File: config.mk
export PLATFORM = sky130hd
export DESIGN_NAME = fetch_decode_buffer
export DESIGN_NICKNAME = d
export VERILOG_FILES = /design/src/rtl/fetch_decode_buffer.sv
export SDC_FILE = /design/constraint.sdc
export NUM_CORES = 1
export LEC_CHECK = 0
export CORE_MARGIN = 2
export CORE_UTILIZATION = 48
export DETAILED_ROUTE_END_ITERATION = 12
export HOLD_SLACK_MARGIN = 0.1
export PLACE_DENSITY = 0.76
export SLEW_MARGIN = 40
export SYNTH_ARGS = -nofsm -noshare
export SYNTH_HDL_FRONTEND = slang
export SYNTH_SLANG_ARGS = --single-unit
export TNS_END_PERCENT = 5
File: constraint.sdc
create_clock -name clk -period 5.2 [get_ports clk]
set_clock_uncertainty 0.1 [all_clocks]
set_input_delay 0.52 -clock clk [delete_from_list [all_inputs] [get_ports clk]]
set_output_delay 0.52 -clock clk [all_outputs]
set_load 0.05 [all_outputs]
File: src/rtl/fetch_decode_buffer.sv
// Two-entry in-order buffer between fetch and decode. Each instruction is
// decoded for immediate selection on entry, so the head outputs are pure registers.
module fetch_decode_buffer (
  input  logic        clk,
  input  logic        rst,
  input  logic        in_valid,
  output logic        in_ready,
  input  logic [15:0] in_instr,
  input  logic [15:0] in_pc,
  input  logic        flush,
  output logic        out_valid,
  input  logic        out_ready,
  output logic [4:0]  out_opcode,
  output logic [10:0] out_instr,
  output logic [2:0]  out_ImmOp,
  output logic        out_uses_imm,
  output logic [15:0] out_pc
);

  logic [1:0][15:0] instr_q;
  logic [1:0][15:0] pc_q;
  logic [1:0][2:0]  immop_q;
  logic [1:0]       uses_imm_q;
  logic [1:0]       count_q;
  logic [1:0]       count_next;
  logic             wr_ptr_q;
  logic             rd_ptr_q;
  logic             in_ready_q;

  logic             push;
  logic             pop;
  logic [2:0]       dec_immop;
  logic             dec_uses_imm;

  // Handshake: a transfer happens on a rising edge where valid and ready are
  // both high and flush is low; flush overrides both directions.
  assign push = in_valid & in_ready_q & ~flush & (count_q != 2'd2);
  assign pop  = out_valid & out_ready & ~flush;

  // Immediate-select decode on opcode[4:2].
  always_comb begin
    dec_immop    = 3'b000;
    dec_uses_imm = 1'b0;
    case (in_instr[15:13])
      3'b000, 3'b001: begin
        dec_immop    = 3'b000;
        dec_uses_imm = 1'b0;
      end
      3'b010: begin
        dec_immop    = 3'b000;
        dec_uses_imm = 1'b1;
      end
      3'b011: begin
        dec_immop    = 3'b010;
        dec_uses_imm = 1'b1;
      end
      3'b100: begin
        dec_immop    = 3'b011;
        dec_uses_imm = 1'b1;
      end
      3'b101: begin
        dec_immop    = 3'b101;
        dec_uses_imm = 1'b1;
      end
      default: begin
        dec_immop    = 3'b001;
        dec_uses_imm = 1'b1;
      end
    endcase
  end

  always_comb begin
    count_next = count_q;
    case ({push, pop})
      2'b10:   count_next = count_q + 2'd1;
      2'b01:   count_next = count_q - 2'd1;
      default: count_next = count_q;
    endcase
    if (flush) begin
      count_next = 2'd0;
    end
  end

  // in_ready is registered so it reads 0 throughout reset and only rises on
  // the first edge after release.
  always_ff @(posedge clk or posedge rst) begin
    if (rst) begin
      instr_q    <= '0;
      pc_q       <= '0;
      immop_q    <= '0;
      uses_imm_q <= '0;
      count_q    <= 2'd0;
      wr_ptr_q   <= 1'b0;
      rd_ptr_q   <= 1'b0;
      in_ready_q <= 1'b0;
    end else begin
      count_q    <= count_next;
      in_ready_q <= (count_next != 2'd2);
      if (flush) begin
        instr_q    <= '0;
        pc_q       <= '0;
        immop_q    <= '0;
        uses_imm_q <= '0;
        wr_ptr_q   <= 1'b0;
        rd_ptr_q   <= 1'b0;
      end else begin
        if (push) begin
          instr_q[wr_ptr_q]    <= in_instr;
          pc_q[wr_ptr_q]       <= in_pc;
          immop_q[wr_ptr_q]    <= dec_immop;
          uses_imm_q[wr_ptr_q] <= dec_uses_imm;
          wr_ptr_q             <= ~wr_ptr_q;
        end
        if (pop) begin
          rd_ptr_q <= ~rd_ptr_q;
        end
      end
    end
  end

  assign in_ready     = in_ready_q;
  assign out_valid    = (count_q != 2'd0);
  assign out_opcode   = instr_q[rd_ptr_q][15:11];
  assign out_instr    = instr_q[rd_ptr_q][10:0];
  assign out_ImmOp    = immop_q[rd_ptr_q];
  assign out_uses_imm = uses_imm_q[rd_ptr_q];
  assign out_pc       = pc_q[rd_ptr_q];

endmodule

==> reports/metrics.csv <==
metric,value,unit
outcome,completed,
finalCriticalPeriod,2.90,ns
synth_fp_nets,345,
root_buffer,clkbuf_8,
layout_worst_path_cycle_share,55.8,%
die_x,94.9,microns
yosysSeqAreaShare,48.6,%
wl_per_cell,15.6,microns
cp_num_buf_inv,1,
ctsResizeCount,0,
synthCells,307,
synth_ff_type,dfrtp_1,
cts_max_level,3,
synth-simple-area-share,13.5,%
crit_family,flip-flops,
fmaxAchievable,344,MHz
path_max_fanout,37,
num_rows,33,
pin_count,75,
post-cts-setup-buffers,0,
synth_area_leader_cell,dfrtp_1,
p_total,1.62,mW
slowest_delay,0.78,ns
max-slew-margin-rel,48.3,%
avgSynthCellArea,12.9,sq um
cts_max_path_buffers,2,
synth_area_leaders,"dfrtp_1 (49%), mux2_2 (22%), nor2b_1 (11%)",
synth_common_cells,"dfrtp_1 (77), mux2_2 (76), nor2b_1 (67)",
p_per_area,325,nW/um^2
vias,2451,
slowest_stage,dfrtp_4,
grt_max_degree,76,
hold_buffers,0,
viasPerCell,5.04,
fillCellCount,689,
diodes,0,
synth_fa_ha_area_share,0.315,%
hp-class,in -> async,
cp_cell_sequence,"mux2_2, clkdlybuf4s50_1",
crit_type,reg -> out,
leakage,2.32,nW
holdWs,0.427,ns
cts_buffers,9,
maxCapViolations,0,
final_net_count,414,
cts_tree,done,
tightest_slew,0.775,ns
ys_ff_latch,77,
die_h,94.9,microns
synthMuxAreaShare,32.9,%
firstDrtPassIters,4,
place.port_buffers,74,
drc_errors,0,
grt_pass1_wl,12400,microns
synth-async-reset-ratio,100,%
synth.top_cell.area_share,48.6,%
synth_compound_area_share,0.883,%
crit_required,4.58,ns
clk_latency,0.35,ns
clkSinkCount,77,
drtIter0Drc,60,
arrival,2.28,ns
drt.antenna.violating_nets,0,
ir_drop,0.170,mV
post-dp-hpwl,4610,microns
critPathCaptureType,output pin,
core,8090,sq um
yosysMostFrequentCell,dfrtp_1,
grt-ovfl-total,0,
slew_violations,0,
synthesis.area,3970,sq um
die_area,9010,sq um
synth_top_family_by_area,multiplexers,
start_util,49.0,%
synth_xor_area_share,0.883,%
hold_viol_final,0,
tns,0,ns
synth_cell_types,26,
clkTransAtPathRegs,0.09,ns
grt_pass1_vias,2468,
track_usage,18.0,%
synth-edff-count,0,
yosys_warnings,0,
drive_above_1_share,33.3,%
wirelength,7570,microns
start_kind,flip-flop,
area_growth,25.4,%
rsz0062_at_grt,false,
setup_violations,0,
gp_congestion,0.700,
antenna_found_initial,0,
==> final cells by class <==
class | count | area [sq um] | share of cell area [%]
multi-input cells | 208 | 1930 | 38.8
flip-flops and latches | 77 | 1930 | 38.8
repair buffers | 78 | 766 | 15.4
clock buffers | 13 | 159 | 3.19
well taps | 105 | 131 | 2.64
clock inverters | 3 | 43.8 | 0.880
inverters | 2 | 12.5 | 0.251
==> state kept, by name, indices dropped and copies added (netlist names) <==
name        flops
uses_imm_q      2
wr_ptr_q        1
in_ready        1
count_q         2
immop_q         6
instr_q        32
rd_ptr_q        1
pc_q           32
==> per-stage QoR <==
stage	utilization [%]	area [sq um]	std cells	setup slack, ns
floorplan	-	3970	307	2.61
detailed placement	59.0	4770	470	2.61
global placement	58.9	4760	470	2.22
finish	61.5	4980	486	2.30
global route	61.5	4980	486	2.22
CTS	61.5	4980	486	2.27
==> logic make-up (layout without fill, tap and decap cells) <==
family | after synthesis | after routing
and+or+nand+nor | 89 | 89
xor gates and xnor gates | 4 | 4
buffers and inverters | 22 | 96
DFF | 77 | 77
muxes | 108 | 108
AOI/OAI and AO/OA | 6 | 6
adders and majority gates | 1 | 1
==> report_power, final <==
group / total (mW) / internal (mW) / switching [mW]
Clock: 0.460 / 0.249 / 0.211
Combinational: 0.463 / 0.216 / 0.247
Sequential: 0.695 / 0.650 / 0.0450
==> routing by layer <==
metal,wire [microns],track usage (%)
met2,3500,27.6
met3,396,4.79
met4,111,6.88
met5,0,0
met1,3560,24.6
==> cell usage in the layout, fill, tap and decap left out, drive strengths merged <==
cell type	count
mux2	102
dfrtp	77
clkdlybuf4s50	73
nor2b	68
clkbuf	13
nand2	9
mux2i	6
buf	5
nor2	4
clkinv	3
a21oi	2
or3	2
o21ai	2
xnor2	2
xor2	2
nand3b	2
nor4b	1
or4	1
inv	1
nor3b	1
or2	1
a21o	1
o211ai	1
ha	1
bufinv	1
==> worst register-to-register path, stage by stage (launching register included) <==
cell	delay (ns)
dfrtp_1	0.44
nor2b_2	0.21
or4_4	0.80
mux2_4	0.42
==> worst paths after layout <==
kind | startpoint | endpoint | slack, ns | depth (start not counted)
setup / recovery | rd_ptr_q | out_instr[8] | 2.30 | 2
hold / removal | rst | in_ready | 0.43 | 2
setup reg to reg | count_q[1] | pc_q[0] | 3.10 | 3
hold reg to reg | uses_imm_q[1] | uses_imm_q[1] | 0.43 | 2
max in group asynchronous | rst | pc_q[18] | 3.81 | 3
min in group clk | uses_imm_q[1] | uses_imm_q[1] | 0.43 | 2
Power figures use the tool's default switching activity.
